--- src/rtl/uart_frame_rx.sv ---
`default_nettype none
// ============================================================================
// Module      : uart_frame_rx
// Description : UART receiver (8 data bits, optional parity) with optional
//               sync-byte hunting, multi-byte frame assembly (LSB first),
//               error and inter-byte timeout reporting.
// Revision    : 1.0 - initial release
// ============================================================================
module uart_frame_rx #(
    parameter int          UART_BPS        = 115200,
    parameter int          CLK_FREQ        = 50_000_000,
    parameter int          BYTES_PER_FRAME = 2,
    parameter int          OUT_WIDTH       = 13,
    parameter int          PARITY          = 0,
    parameter int          SYNC_EN         = 0,
    parameter logic [7:0]  SYNC_BYTE       = 8'hA5,
    parameter int          TIMEOUT_BITS    = 20
) (
    input  logic                 sys_clk,
    input  logic                 sys_rst_n,
    input  logic                 rx,
    output logic [OUT_WIDTH-1:0] frame_data,
    output logic                 frame_valid,
    output logic                 parity_err,
    output logic                 frame_err,
    output logic                 timeout
);

    localparam int c_BAUD_CNT_MAX = CLK_FREQ / UART_BPS;
    localparam int c_CNT_W        = $clog2(c_BAUD_CNT_MAX);
    localparam int c_SAMPLE       = c_BAUD_CNT_MAX / 2 - 1;
    localparam int c_GAP_MAX      = TIMEOUT_BITS * c_BAUD_CNT_MAX;
    localparam int c_GAP_W        = $clog2(c_GAP_MAX);
    localparam int c_IDX_W        = (BYTES_PER_FRAME > 1) ? $clog2(BYTES_PER_FRAME) : 1;
    localparam int c_PAY_W        = 8 * BYTES_PER_FRAME;

    localparam logic [c_IDX_W-1:0] c_LAST_IDX = c_IDX_W'(BYTES_PER_FRAME - 1);

    typedef enum logic [2:0] {
        S_IDLE   = 3'd0,
        S_START  = 3'd1,
        S_DATA   = 3'd2,
        S_PARITY = 3'd3,
        S_STOP   = 3'd4
    } bit_state_t;

    typedef enum logic [0:0] {
        F_HUNT    = 1'b0,
        F_PAYLOAD = 1'b1
    } frame_state_t;

    // Where the frame tracker lands after a frame ends or is abandoned
    localparam frame_state_t c_FRAME_RST = (SYNC_EN != 0) ? F_HUNT : F_PAYLOAD;

    // Line synchroniser and edge detect
    logic r_rx_meta, r_rx_sync, r_rx_prev;
    logic w_rx, w_fall;

    // Bit-level receiver
    bit_state_t           r_bit_st, w_bit_st_nxt;
    logic [c_CNT_W-1:0]   r_baud_cnt;
    logic [2:0]           r_bit_idx;
    logic [7:0]           r_shift;
    logic                 r_par_bit;
    logic                 w_sample, w_byte_done, w_par_fail;

    // Frame-level tracker
    frame_state_t         r_frame_st, w_frame_st_nxt;
    logic [c_IDX_W-1:0]   r_byte_idx, w_byte_idx_nxt;
    logic [c_PAY_W-1:0]   r_payload, w_assembled;
    logic                 w_load_payload, w_load_data;
    logic                 w_valid_nxt, w_perr_nxt, w_ferr_nxt, w_tout_nxt;

    // Inter-byte gap watchdog
    logic [c_GAP_W-1:0]   r_gap_cnt;
    logic                 w_gap_run, w_gap_hit;

    assign w_rx     = r_rx_sync;
    assign w_fall   = r_rx_prev & ~r_rx_sync;
    assign w_sample = (r_baud_cnt == c_CNT_W'(c_SAMPLE));

    // Parity bit is only consulted when parity is enabled
    always_comb begin
        w_par_fail = 1'b0;
        if (PARITY == 1) begin
            w_par_fail = ~(^{r_shift, r_par_bit});
        end else if (PARITY == 2) begin
            w_par_fail = ^{r_shift, r_par_bit};
        end
    end

    // Two-flop synchroniser plus a delayed copy for falling-edge detection
    always_ff @(posedge sys_clk or negedge sys_rst_n) begin
        if (!sys_rst_n) begin
            r_rx_meta <= 1'b1;
            r_rx_sync <= 1'b1;
            r_rx_prev <= 1'b1;
        end else begin
            r_rx_meta <= rx;
            r_rx_sync <= r_rx_meta;
            r_rx_prev <= r_rx_sync;
        end
    end

    // Bit FSM state register
    always_ff @(posedge sys_clk or negedge sys_rst_n) begin
        if (!sys_rst_n) begin
            r_bit_st <= S_IDLE;
        end else begin
            r_bit_st <= w_bit_st_nxt;
        end
    end

    // Bit FSM next state; stop leaves at mid-bit to tolerate back-to-back bytes
    always_comb begin
        w_bit_st_nxt = r_bit_st;
        w_byte_done  = 1'b0;
        case (r_bit_st)
            S_IDLE: begin
                if (w_fall) begin
                    w_bit_st_nxt = S_START;
                end
            end
            S_START: begin
                if (w_sample) begin
                    w_bit_st_nxt = w_rx ? S_IDLE : S_DATA;
                end
            end
            S_DATA: begin
                if (w_sample && (r_bit_idx == 3'd7)) begin
                    w_bit_st_nxt = (PARITY != 0) ? S_PARITY : S_STOP;
                end
            end
            S_PARITY: begin
                if (w_sample) begin
                    w_bit_st_nxt = S_STOP;
                end
            end
            S_STOP: begin
                if (w_sample) begin
                    w_bit_st_nxt = S_IDLE;
                    w_byte_done  = 1'b1;
                end
            end
            default: w_bit_st_nxt = S_IDLE;
        endcase
    end

    // Baud counter and data/parity shift path; counter parked at zero in idle
    always_ff @(posedge sys_clk or negedge sys_rst_n) begin
        if (!sys_rst_n) begin
            r_baud_cnt <= '0;
            r_bit_idx  <= 3'd0;
            r_shift    <= 8'h00;
            r_par_bit  <= 1'b0;
        end else if (r_bit_st == S_IDLE) begin
            r_baud_cnt <= '0;
            r_bit_idx  <= 3'd0;
        end else begin
            r_baud_cnt <= (r_baud_cnt == c_CNT_W'(c_BAUD_CNT_MAX - 1)) ? '0 : r_baud_cnt + 1'b1;
            if (w_sample && (r_bit_st == S_DATA)) begin
                r_shift   <= {w_rx, r_shift[7:1]};
                r_bit_idx <= r_bit_idx + 3'd1;
            end
            if (w_sample && (r_bit_st == S_PARITY)) begin
                r_par_bit <= w_rx;
            end
        end
    end

    // Payload with the just-received byte dropped into its lane
    always_comb begin
        w_assembled = r_payload;
        for (int i = 0; i < BYTES_PER_FRAME; i++) begin
            if (r_byte_idx == c_IDX_W'(i)) begin
                w_assembled[i*8 +: 8] = r_shift;
            end
        end
    end

    // Gap watchdog runs only while a partial frame is outstanding
    assign w_gap_run = (r_bit_st == S_IDLE) &&
                       ((r_byte_idx != '0) || ((SYNC_EN != 0) && (r_frame_st == F_PAYLOAD)));
    assign w_gap_hit = w_gap_run && !w_fall && (r_gap_cnt == c_GAP_W'(c_GAP_MAX - 1));

    // Gap counter: cleared by any falling edge or whenever no frame is pending
    always_ff @(posedge sys_clk or negedge sys_rst_n) begin
        if (!sys_rst_n) begin
            r_gap_cnt <= '0;
        end else if (w_fall || !w_gap_run || w_gap_hit) begin
            r_gap_cnt <= '0;
        end else begin
            r_gap_cnt <= r_gap_cnt + 1'b1;
        end
    end

    // Frame tracker next state; errors beat data, frame_err beats parity_err
    always_comb begin
        w_frame_st_nxt = r_frame_st;
        w_byte_idx_nxt = r_byte_idx;
        w_load_payload = 1'b0;
        w_load_data    = 1'b0;
        w_valid_nxt    = 1'b0;
        w_perr_nxt     = 1'b0;
        w_ferr_nxt     = 1'b0;
        w_tout_nxt     = 1'b0;
        if (w_byte_done) begin
            if (!w_rx) begin
                w_ferr_nxt     = 1'b1;
                w_byte_idx_nxt = '0;
                w_frame_st_nxt = c_FRAME_RST;
            end else if (w_par_fail) begin
                w_perr_nxt     = 1'b1;
                w_byte_idx_nxt = '0;
                w_frame_st_nxt = c_FRAME_RST;
            end else if (r_frame_st == F_HUNT) begin
                if (r_shift == SYNC_BYTE) begin
                    w_frame_st_nxt = F_PAYLOAD;
                    w_byte_idx_nxt = '0;
                end
            end else begin
                w_load_payload = 1'b1;
                if (r_byte_idx == c_LAST_IDX) begin
                    w_load_data    = 1'b1;
                    w_valid_nxt    = 1'b1;
                    w_byte_idx_nxt = '0;
                    w_frame_st_nxt = c_FRAME_RST;
                end else begin
                    w_byte_idx_nxt = r_byte_idx + c_IDX_W'(1);
                end
            end
        end else if (w_gap_hit) begin
            w_tout_nxt     = 1'b1;
            w_byte_idx_nxt = '0;
            w_frame_st_nxt = c_FRAME_RST;
        end
    end

    // Frame tracker registers and registered output pulses
    always_ff @(posedge sys_clk or negedge sys_rst_n) begin
        if (!sys_rst_n) begin
            r_frame_st  <= c_FRAME_RST;
            r_byte_idx  <= '0;
            r_payload   <= '0;
            frame_data  <= '0;
            frame_valid <= 1'b0;
            parity_err  <= 1'b0;
            frame_err   <= 1'b0;
            timeout     <= 1'b0;
        end else begin
            r_frame_st  <= w_frame_st_nxt;
            r_byte_idx  <= w_byte_idx_nxt;
            if (w_load_payload) begin
                r_payload <= w_assembled;
            end
            if (w_load_data) begin
                frame_data <= w_assembled[OUT_WIDTH-1:0];
            end
            frame_valid <= w_valid_nxt;
            parity_err  <= w_perr_nxt;
            frame_err   <= w_ferr_nxt;
            timeout     <= w_tout_nxt;
        end
    end

endmodule
`default_nettype wire

--- config.mk ---
export PLATFORM = sky130hd
export DESIGN_NAME = uart_frame_rx
export DESIGN_NICKNAME = d
export VERILOG_FILES = /design/src/rtl/uart_frame_rx.sv
export SDC_FILE = /design/constraint.sdc
export NUM_CORES = 1
export LEC_CHECK = 0
export ABC_AREA = 1
export BUFFER_PORTS_ARGS = -buffer_cell sky130_fd_sc_hd__buf_4
export CORE_MARGIN = 5
export CORE_UTILIZATION = 25
export DETAILED_ROUTE_END_ITERATION = 7
export SKIP_LAST_GASP = 1
export SLEW_MARGIN = 20
export SYNTH_ARGS = -nofsm -noshare
export SYNTH_HDL_FRONTEND = slang
export SYNTH_SLANG_ARGS = --single-unit
--- constraint.sdc ---
create_clock -name sys_clk -period 3.5 [get_ports sys_clk]
set_clock_uncertainty 0.15 [all_clocks]
set_input_delay 0.35 -clock sys_clk [delete_from_list [all_inputs] [get_ports sys_clk]]
set_output_delay 0.35 -clock sys_clk [all_outputs]
set_load 0.01 [all_outputs]
==> run_results.csv <==
group,metric,value,unit
outcome,run_status,"complete, but fails checks",
outcome,violated_checks,"negative hold slack",
place,postPlaceCellArea,3800,um2
drt,drt-initial-drc-count,279,
power,static-leakage-power,1.923,nW
worst_setup_path,rr_endpoint,"frame_data[12]$_DFFE_PN0P_",
final_layout,seqCellArea,1782,um2
grt,grt_pass1_wl,12.32,mm
cts,cts-root-to-sink-buffers,2,
cts,cts.sinks,71,
final_layout,fin_cells,632,
power,vdd.ir_drop.worst,0.0002425,V
synth,synth_cells,428,
worst_setup_path,r2r_cells,5,
drt,routed-via-count,2764,
cts,clock_latency_at_the_later_pin_of_the_worst_skew_pair,0.33,ns
final_layout,num-nets-final,456,
floorplanning,die_y,128.8,um
cts,post_cts_hold_buffer_count,1,
worst_setup_path,setup.worst_path.class,"flop to flop",
drt,final_antenna_net_count,0,
synth,synth-seq-area-share,50.53,%
final_layout,post-route-cell-area,4118,um2
place,placedCellCount,615,
place,numPortBuffers,18,
final_layout,area_growth_syn_to_layout,16.78,%
grt,gr-total-overflow,0,
cts,cts_tree,"built",
grt,grt_start_max_net_pins,72,
place,post-place-ws,1.343,ns
floorplanning,number_of_top_level_pins,20,
floorplanning,fp.dieArea,16580,um2
synth,fraction_of_synthesis_flops_using_an_asynchronous_set_or_reset_pin,100.0,%
synth,post_synth.cell_area_avg,8.238,um2
worst_setup_path,reg2reg_slack,1.33,ns
synth,synth.lib_cells_used.distinct,37,
grt,via_count_of_the_first_global_routing_pass,2616,
worst_setup_path,worst_ep_required_time,3.57,ns
cts,cts-resized-gates,0,
final_layout,utilization,29.66,%
floorplanning,chipWidth,128.8,um
drt,detail_route.drc_violations,0,
final_layout,multiInputGateArea,1499,um2
synth,synth_edf_count,0,
sta,hold_slack,-0.007556,ns
run,drv.max_cap_violation_count,0,
sta,min_period,2.170,ns
synth,dominantRegCellSynth,"sky130_fd_sc_hd__dfrtp_1",
cts,cts_root_buffer,"sky130_fd_sc_hd__clkbuf_16",
synth,ys_seq_elements,71,
sta,timing_worst_slew_pin_value,0.8753,ns
synth,syn_area,3526,um2
drt,routed_wl,6.924,mm
place,dpl.hpwl,4.976,mm
drt,wl_per_cell,10.96,um
sta,crit_path_setup_slack_layout,1.330,ns
sta,hold_viol,9,
sta,final_max_slew_viol_count,0,
final_layout,drive_gt1_share,14.16,%
sta,setup-tns-final,0,ns
cts,cts_buffers,9,
final_layout,fillers,1481,
drt,vias_per_cell,4.373,
synth,dominant_cells_by_area_after_synthesis,"sky130_fd_sc_hd__dfrtp_1 (48%), sky130_fd_sc_hd__nand2_1 (14%), sky130_fd_sc_hd__nor2_1 (5.1%)",
grt,grt_antenna_before_repair,0,
floorplanning,core-area,13880,um2
hold_path,min-delay-path-class,"input pin to asynchronous set/reset pin",
sta,setup_viol,0,
power,power.density_cell_area,501.3,nW/um2
final_layout,mostFrequentLayoutCell,"sky130_fd_sc_hd__nand2_1",
sta,worst_slew_margin_rel,41.64,%
synth,synth_top_area_cell,"sky130_fd_sc_hd__dfrtp_1",
sta,rsz0062_at_grt,"false",
worst_setup_path,startpoint_class,"flop",
place,gp_routability_congestion,0.8074,
drt,detail_route.first_pass.iterations,5,
synth,yosys.area.top_type_share,47.55,%
sta,timing.fmax,460.9,MHz
synth,synth_nets,437,
floorplanning,floorplan.initialDensity,25.40,%
final_layout,mostFrequentLayoutCells,"sky130_fd_sc_hd__nand2_1 (131), sky130_fd_sc_hd__dfrtp_1 (67), sky130_fd_sc_hd__nor2_1 (48)",
worst_setup_path,crit-reg2reg-launch,"r_byte_idx$_DFFE_PN0P_",
worst_setup_path,worst-path-max-fanout,28,
floorplanning,rows,43,
cts,h-tree-depth,3,
cts,clk_transition_reported_paths,0.06,ns
final_layout,antenna_cells_inserted,0,
cts,setup_bufs_post_cts,0,
worst_setup_path,arrival,2.24,ns
grt,globalRouteTotalUtil,9.068,%
synth,yosysWarningCount,0,
worst_setup_path,crit_path_end_kind,"flop",
sta,layout_worst_path_cycle_share,61.99,%
## metal layers
layer / track usage [%] / share of wire (%) / vias up
met5: 0 / 0 / -
met4: 3.582 / 1.3 / 0
li1: - / - / 1413
met3: 2.615 / 4.1 / 7
met1: 12.24 / 49 / 1302
met2: 13.72 / 45 / 42
## how the worst max path moves through the flow
stage	from	end	slack, ns	cells after the start
CTS	r_byte_idx$_DFFE_PN0P_	frame_data[12]$_DFFE_PN0P_	1.34	5
global placement	r_byte_idx$_DFFE_PN0P_	frame_data[5]$_DFFE_PN0P_	1.51	5
detailed placement	r_byte_idx$_DFFE_PN0P_	frame_data[12]$_DFFE_PN0P_	1.34	5
global route	r_byte_idx$_DFFE_PN0P_	frame_data[9]$_DFFE_PN0P_	1.15	5
floorplan	r_baud_cnt[0]$_DFF_PN0_	frame_data[12]$_DFFE_PN0P_	1.81	10
finish	r_byte_idx$_DFFE_PN0P_	frame_data[12]$_DFFE_PN0P_	1.33	5
## cell families (layout without fill, tap and decap cells)
group | after synthesis | count (layout) | share of synthesized area, %
AO/OA/AOI/OAI | 50 | 50 | 8.020
adder cells (fa/ha/maj) | 6 | 6 | 2.129
buffers and inverters | 53 | 77 | 6.954
XOR/XNOR | 2 | 2 | 0.4969
flip-flops | 71 | 71 | 50.53
other | 1 | 1 | 0.1064
AND/OR/NAND/NOR | 245 | 245 | 31.76
## cell usage after synthesis, types with 2 or more instances
library cell,count
sky130_fd_sc_hd__nand2_1,131
sky130_fd_sc_hd__dfrtp_1,67
sky130_fd_sc_hd__nor2_1,48
sky130_fd_sc_hd__inv_1,37
sky130_fd_sc_hd__o21ai_0,29
sky130_fd_sc_hd__nand3_1,26
sky130_fd_sc_hd__nor3_1,11
sky130_fd_sc_hd__nand4_1,8
sky130_fd_sc_hd__ha_1,6
sky130_fd_sc_hd__o21ai_1,6
sky130_fd_sc_hd__o21ai_2,6
sky130_fd_sc_hd__nor3b_1,5
sky130_fd_sc_hd__a21oi_1,4
sky130_fd_sc_hd__dfstp_2,4
sky130_fd_sc_hd__inv_2,4
sky130_fd_sc_hd__nor2_4,4
sky130_fd_sc_hd__buf_2,3
sky130_fd_sc_hd__buf_6,3
sky130_fd_sc_hd__a31oi_1,2
sky130_fd_sc_hd__buf_4,2
sky130_fd_sc_hd__nand2_2,2
sky130_fd_sc_hd__nand3_2,2
sky130_fd_sc_hd__nor2_2,2
sky130_fd_sc_hd__o21a_1,2
sky130_fd_sc_hd__xor2_1,2
## critical path, cell delays in order (launching register included)
cell and delay [ns]:
sky130_fd_sc_hd__dfrtp_1 0.82, sky130_fd_sc_hd__inv_2 0.16, sky130_fd_sc_hd__nor3_4 0.58, sky130_fd_sc_hd__nand2_4 0.19, sky130_fd_sc_hd__nand2_1 0.10, sky130_fd_sc_hd__nand2_1 0.05
## metrics by stage
step / total power (W) / hold slack, ns
2_1_floorplan: 0.001092 / -0.09559
3_3_place_gp: 0.001153 / 0.2139
3_5_place_dp: 0.001162 / 0.2142
4_1_cts: 0.002102 / 0.03671
5_1_grt: 0.002173 / 0.09143
6_report: 0.002064 / -0.007556
## layout make-up
| type | instances | area share, % |
|---|---|---|
| clock buffers | 10 | 5.804 |
| clock inverters | 6 | 1.671 |
| inverters | 42 | 3.859 |
| multi-input cells | 304 | 36.40 |
| flip-flops and latches | 71 | 43.27 |
| well taps | 180 | 5.469 |
| repair buffers | 19 | 3.525 |
## registers in the layout, summed over array words and instances, names as in the netlist, 3 cells and up
| name | cells |
|---|---|
| r_gap_cnt | 14 |
| r_payload | 13 |
| r_bit_st | 3 |
| r_baud_cnt | 9 |
| r_shift | 8 |
| r_bit_idx | 3 |
| frame_data | 13 |
## power by group
group	total [W]	switching (W)	internal, W	leakage [nW]
logic	0.000244	0.000170	0.0000734	0.803
clock network	0.000919	0.000345	0.000574	0.149
registers	0.000901	0.0000424	0.000859	0.971
total	0.00206	0.000558	0.00151	1.92
No activity file was read; power rests on OpenSTA's default activity.
